<file path="src/rtl/pipe_pkg.sv">
// Shared pipeline definitions used by the IF/ID, ID/EX and EX/MEM registers.
//   NOP                    : canonical bubble instruction (addi x0, x0, 0)
//   OP_LUI/OP_AUIPC/OP_JAL : opcodes that read no source registers
//   stage_state_e          : RUN / STALL / FLUSH pipeline-register state
//   has_no_src()           : true for opcodes whose rs1/rs2 fields are not register reads
package pipe_pkg;

    localparam logic [31:0] NOP      = 32'h0000_0013;

    localparam logic [6:0]  OP_LUI   = 7'b0110111;
    localparam logic [6:0]  OP_AUIPC = 7'b0010111;
    localparam logic [6:0]  OP_JAL   = 7'b1101111;

    typedef enum logic [1:0] {
        RUN   = 2'd0,
        STALL = 2'd1,
        FLUSH = 2'd2
    } stage_state_e;

    function automatic logic has_no_src(input logic [6:0] opcode);
        return (opcode == OP_LUI) || (opcode == OP_AUIPC) || (opcode == OP_JAL);
    endfunction

endpackage

</file>
<file path="src/rtl/load_use_detect.sv">
// Combinational load-use hazard term.
// Fires when the instruction in IF/ID reads a register that the load now in EX will write.
//   opcode_i         : IF/ID instruction opcode field [6:0]
//   rs1_i / rs2_i    : IF/ID instruction source fields [19:15] / [24:20]
//   valid_i          : IF/ID holds a real instruction
//   id_ex_mem_read_i : instruction in EX is a load
//   id_ex_rd_i       : destination register of the instruction in EX
//   hazard_o         : load-use hazard present
module load_use_detect
    import pipe_pkg::*;
(
    input  logic [6:0] opcode_i,
    input  logic [4:0] rs1_i,
    input  logic [4:0] rs2_i,
    input  logic       valid_i,
    input  logic       id_ex_mem_read_i,
    input  logic [4:0] id_ex_rd_i,
    output logic       hazard_o
);

    logic rd_match;

    always_comb begin
        rd_match = (id_ex_rd_i == rs1_i) || (id_ex_rd_i == rs2_i);
        // x0 is never a real dependency; U/J-type fields overlapping rs1/rs2 are immediates.
        hazard_o = valid_i && id_ex_mem_read_i && (id_ex_rd_i != 5'd0) && rd_match &&
                   !has_no_src(opcode_i);
    end

endmodule

</file>
<file path="src/rtl/if_id_stage.sv">
// IF/ID pipeline register with load-use stall and taken-branch flush control.
//   clk, reset            : rising-edge clock, synchronous active-high reset
//   fetch_pc/inst/valid   : fetched instruction from IF
//   ID_EX_MemRead/rd      : load-in-EX information for hazard detection
//   branch_taken          : one-cycle taken-branch redirect pulse
//   IF_ID_PC_Out/Inst     : registered PC and instruction
//   IF_ID_valid           : registered instruction is real (not a bubble)
//   pc_write              : PC register may advance
//   id_ex_bubble          : ID/EX must latch zeroed control this cycle
//   stage_state           : 0=RUN, 1=STALL, 2=FLUSH
// Optional (macro IF_ID_HAZARD_STATS_EN): stall_count, flush_count saturating 32-bit counters.
module if_id_stage
    import pipe_pkg::*;
#(
    parameter int unsigned PC_W         = 64,
    parameter int unsigned INST_W       = 32,
    parameter int unsigned FLUSH_CYCLES = 2
) (
    input  logic              clk,
    input  logic              reset,
    input  logic [PC_W-1:0]   fetch_pc,
    input  logic [INST_W-1:0] fetch_inst,
    input  logic              fetch_valid,
    input  logic              ID_EX_MemRead,
    input  logic [4:0]        ID_EX_rd,
    input  logic              branch_taken,
    output logic [PC_W-1:0]   IF_ID_PC_Out,
    output logic [INST_W-1:0] IF_ID_Inst,
    output logic              IF_ID_valid,
    output logic              pc_write,
    output logic              id_ex_bubble,
`ifdef IF_ID_HAZARD_STATS_EN
    output logic [1:0]        stage_state,
    output logic [31:0]       stall_count,
    output logic [31:0]       flush_count
`else
    output logic [1:0]        stage_state
`endif
);

    localparam logic [2:0]        FLUSH_LOAD = 3'(FLUSH_CYCLES - 1);
    localparam logic [INST_W-1:0] NOP_INST   = INST_W'(NOP);

    logic [PC_W-1:0]   pc_q, pc_d;
    logic [INST_W-1:0] inst_q, inst_d;
    logic              valid_q, valid_d;
    stage_state_e      state_q, state_d;
    logic [2:0]        cnt_q, cnt_d;
    logic              hazard;

    load_use_detect u_load_use_detect (
        .opcode_i         (inst_q[6:0]),
        .rs1_i            (inst_q[19:15]),
        .rs2_i            (inst_q[24:20]),
        .valid_i          (valid_q),
        .id_ex_mem_read_i (ID_EX_MemRead),
        .id_ex_rd_i       (ID_EX_rd),
        .hazard_o         (hazard)
    );

    always_comb begin
        pc_d    = pc_q;
        inst_d  = inst_q;
        valid_d = valid_q;
        state_d = state_q;
        cnt_d   = cnt_q;

        if (branch_taken) begin
            // Redirect wins over everything; a second pulse restarts the flush window.
            state_d = FLUSH;
            inst_d  = NOP_INST;
            valid_d = 1'b0;
            cnt_d   = FLUSH_LOAD;
        end else begin
            unique case (state_q)
                FLUSH: begin
                    if (cnt_q == 3'd0) begin
                        state_d = RUN;
                        pc_d    = fetch_pc;
                        inst_d  = fetch_valid ? fetch_inst : NOP_INST;
                        valid_d = fetch_valid;
                    end else begin
                        cnt_d   = cnt_q - 3'd1;
                        inst_d  = NOP_INST;
                        valid_d = 1'b0;
                    end
                end
                RUN, STALL: begin
                    if (hazard) begin
                        state_d = STALL;
                    end else begin
                        state_d = RUN;
                        pc_d    = fetch_pc;
                        inst_d  = fetch_valid ? fetch_inst : NOP_INST;
                        valid_d = fetch_valid;
                    end
                end
                default: begin
                    state_d = RUN;
                end
            endcase
        end
    end

    always_ff @(posedge clk) begin
        if (reset) begin
            pc_q    <= '0;
            inst_q  <= NOP_INST;
            valid_q <= 1'b0;
            state_q <= RUN;
            cnt_q   <= 3'd0;
        end else begin
            pc_q    <= pc_d;
            inst_q  <= inst_d;
            valid_q <= valid_d;
            state_q <= state_d;
            cnt_q   <= cnt_d;
        end
    end

    always_comb begin
        IF_ID_PC_Out = pc_q;
        IF_ID_Inst   = inst_q;
        IF_ID_valid  = valid_q;
        stage_state  = state_q;
        pc_write     = !hazard || branch_taken || (state_q == FLUSH);
        id_ex_bubble = hazard || !valid_q || (state_q == FLUSH);
    end

`ifdef IF_ID_HAZARD_STATS_EN
    logic [31:0] stall_cnt_q, stall_cnt_d;
    logic [31:0] flush_cnt_q, flush_cnt_d;

    always_comb begin
        stall_cnt_d = stall_cnt_q;
        flush_cnt_d = flush_cnt_q;
        if ((state_q == STALL) && (stall_cnt_q != 32'hFFFF_FFFF)) begin
            stall_cnt_d = stall_cnt_q + 32'd1;
        end
        if (branch_taken && (flush_cnt_q != 32'hFFFF_FFFF)) begin
            flush_cnt_d = flush_cnt_q + 32'd1;
        end
    end

    always_ff @(posedge clk) begin
        if (reset) begin
            stall_cnt_q <= '0;
            flush_cnt_q <= '0;
        end else begin
            stall_cnt_q <= stall_cnt_d;
            flush_cnt_q <= flush_cnt_d;
        end
    end

    assign stall_count = stall_cnt_q;
    assign flush_count = flush_cnt_q;
`endif

endmodule

</file>
<file path="config.mk">
export PLATFORM = sky130hd
export DESIGN_NAME = if_id_stage
export DESIGN_NICKNAME = d
export VERILOG_FILES = /design/src/rtl/pipe_pkg.sv /design/src/rtl/load_use_detect.sv /design/src/rtl/if_id_stage.sv
export SDC_FILE = /design/constraint.sdc
export NUM_CORES = 1
export LEC_CHECK = 0
export CORE_MARGIN = 1
export CORE_UTILIZATION = 46
export DETAILED_ROUTE_END_ITERATION = 12
export PLACE_DENSITY = 0.86
export SETUP_SLACK_MARGIN = 0.1
export SYNTH_ARGS = -nofsm -noshare
export SYNTH_HDL_FRONTEND = slang
export SYNTH_SLANG_ARGS = --single-unit
</file>
<file path="constraint.sdc">
create_clock -name clk -period 4.15 [get_ports clk]
set_input_delay 0.83 -clock clk [delete_from_list [all_inputs] [get_ports clk]]
set_output_delay 0.83 -clock clk [all_outputs]
set_load 0.03 [all_outputs]
</file>
==> run summary <==
post-layout min period = 3760 ps
Via density = 5.05
Seq cells post-synth = 102
drt pass-1 iters = 4
CP delay by family, top = buffers and inverters
Seq/Total Area, Yosys = 41.8%
Setup Skew = 11.4 ps
CTS clk-pin slew, worst paths = 90 ps
DIE HEIGHT = 105 um
Mapped Avg Cell Area = 8.89 um2
Fin Setup TNS = 0 ps
TritonCTS clock tree = yes
global-route wire length before repair = 21700 um
RR Endpoint = IF_ID_PC_Out[63]
outcome = complete, no violations
area of the mapped netlist = 4890 um2
Iteration-0 DRC Markers = 289
Primary FF master, synth = dfxtp_1
clock tree sinks = 102
routed length on met1 = 5630 um
hold path cells = 2
final worst path period share = 90.5%
highest clock rate = 0.266 GHz
Worst Reg2Reg Path Length in Cells = 6
final hold vios = 0
die width = 105 um
CTS Buffer Depth = 2
Initial Util = 47.4%
drt wl/cell = 15.0 um
pin count of the biggest net entering global routing = 131
ANT nets after route = 0
maximum level of the CTS H-tree = 3
nets = 842
Overflow after GRT = 0
Final Wtd Congestion = 0.846
Worst Hold Launch = IF_ID_PC_Out[45]
worst hold margin = 472 ps
Critical Path RT = 3320 ps
Slew Viols, Final = 0
initial antenna violation count = 0
Synth-to-Final Area Change = 46.9%
Critical Path Most Common Cell = clkdlybuf4s50_1
vias post-DR = 4419
Lkg Pwr = 2.87 nW
# diodes = 0
Layout Utilization = 69.6%
post-CTS setup buffers = 0
placed instance area = 7000 um2
syn_nets = 658
total die area = 11000 um2
slowest CP cell = clkdlybuf4s50_1
worst flop-to-flop path startpoint = IF_ID_Inst[4]
WL final = 13200 um
clock latency on the worst-skew pair = 360 ps
Yosys cell types = 27
number of port buffers = 206
total track usage = 24.4%
vias in the first global route = 4327
layout cell share with drive strength beyond 1 = 4.74%
WHS Endpoint = IF_ID_PC_Out[45]
worst min path class = reg -> reg
Slew @ Worst Pin = 883 ps
CP max stage delay = 680 ps
Post-synth EDFFs = 0
Ys Warns = 0
Worst setup EP type = output port
overall power = 0.00217 W
DP HPWL = 9450 um
Filler Cell Count = 816
Setup crit start kind = primary input
core area = 10300 um2
CTS Buf Count = 9
Finished Cell Area = 7180 um2
Rel. slew slack = 41.2%
Top Ports = 207
Multi-input gate area = 2530 um2
Max Cap Violations = 0
worst vdd ir = 0.000151 V
Root Buffer = clkbuf_8
row count = 37
max layer used = met4
Power Density = 302 nW/um2
R2R setup slack = 1680 ps
met3 WL = 766 um
sequential cell area = 2040 um2
unrepaired setup endpoints after global routing = no
Hold Buf Count CTS = 0
Setup CP Type = in -> out
drt drc = 0
crit-path max FO = 3
endpoint arrival time on the critical path = 2930 ps
Post-synth ARST share = 0%
Mapped Cells = 550
# setup viols final = 0
# resized after CTS = 0
met2 WL = 6470 um
Cell Chain, Critical Path = clkdlybuf4s50_1 -> or4_1 -> nor2_1 -> nor3_2 -> nand4b_1 -> clkdlybuf4s50_1
CP Buf/Inv Count = 2
## layer usage
metal  vias up  track usage (%)
met5         -                0
met4         0             9.56
met3        21             4.74
met2       174             41.3
met1      2038             30.4
li1       2186                -
## layout make-up
| cell class | count | area share, % |
|---|---|---|
| flip-flops and latches | 102 | 28.4 |
| repair buffers | 214 | 29.6 |
| multi-input cells | 372 | 35.2 |
| clock inverters | 6 | 0.644 |
| well taps | 136 | 2.37 |
| clock buffers | 10 | 1.92 |
| inverters | 35 | 1.83 |
## power breakdown
| part | switching [W] | internal (W) |
|---|---|---|
| sequential | 0.0000347 | 0.00103 |
| combinational | 0.000253 | 0.000261 |
| clock | 0.000348 | 0.000238 |
## layout by cell type, fill, tap and decap left out, drive strengths merged
cell,synthesis,routed
dfxtp,102,102
o221a,3,3
clkinvlp,0,2
nand2b,129,129
buf,11,10
or2,1,1
and3,29,29
nand2,37,37
clkinv,0,3
nand4b,2,2
nor2,9,9
o22ai,1,1
clkbuf,30,10
nand3,39,39
nor3,4,4
or4,2,2
or3b,1,1
mux2i,64,64
o22a,1,1
xnor2,12,12
clkdlybuf4s50,0,204
o21ai,1,1
a211oi,1,1
nand4,1,1
o211ai,29,29
ha,2,2
o211a,1,1
a21oi,3,3
inv,35,36
## stage by stage
stage | instances | setup WS (ps)
2_1_floorplan | 550 | 1200
3_3_place_gp | 859 | 472
3_5_place_dp | 859 | 402
4_1_cts | 875 | 388
5_1_grt | 875 | 341
6_report | 875 | 393
## synth_stat cells, drive strengths merged (3+ instances only)
master	instances	share of area, %
o211ai	29	4.5
buf	11	2.0
o221a	3	0.69
nor2	9	0.69
inv	35	2.7
nand3	39	4.0
a21oi	3	0.31
and3	29	3.7
xnor2	12	2.1
dfxtp	102	42
nor3	4	0.41
clkbuf	30	2.3
nand2	37	2.8
mux2i	64	13
nand2b	129	17
## kinds of logic (layout without fill, tap and decap cells)
kind of cell	Yosys count	count (layout)	synth area share, %
AOI/OAI and AO/OA	40	40	6.22
xor gates and xnor gates	12	12	2.15
adders and majority gates	2	2	0.512
buffers and inverters	76	265	7.01
DFF	102	102	41.8
muxes	64	64	13.1
and+or+nand+nor	254	254	29.2
## worst max-delay path by stage
| stage | cells after the start | to | from | slack, ps |
|---|---|---|---|---|
| finish | 6 | pc_write | ID_EX_rd[1] | 390 |
| global route | 6 | pc_write | ID_EX_rd[1] | 340 |
| CTS | 6 | pc_write | ID_EX_rd[1] | 390 |
| detailed placement | 6 | pc_write | ID_EX_rd[1] | 400 |
| global placement | 6 | pc_write | ID_EX_rd[1] | 470 |
| floorplan | 5 | pc_write | ID_EX_rd[2] | 1200 |
## state kept, by name (all words and copies together), names as in the netlist
signal,flops
IF_ID_Inst,32
IF_ID_PC_Out,64
IF_ID_valid,1
cnt_q,3
stage_state,2
## tightest hold or removal path, cell delays in order, from the launching register on
cell and delay, ps:
dfxtp_1 320, nand2b_1 60, mux2i_1 50
No activity file was read; power rests on OpenSTA's default activity.
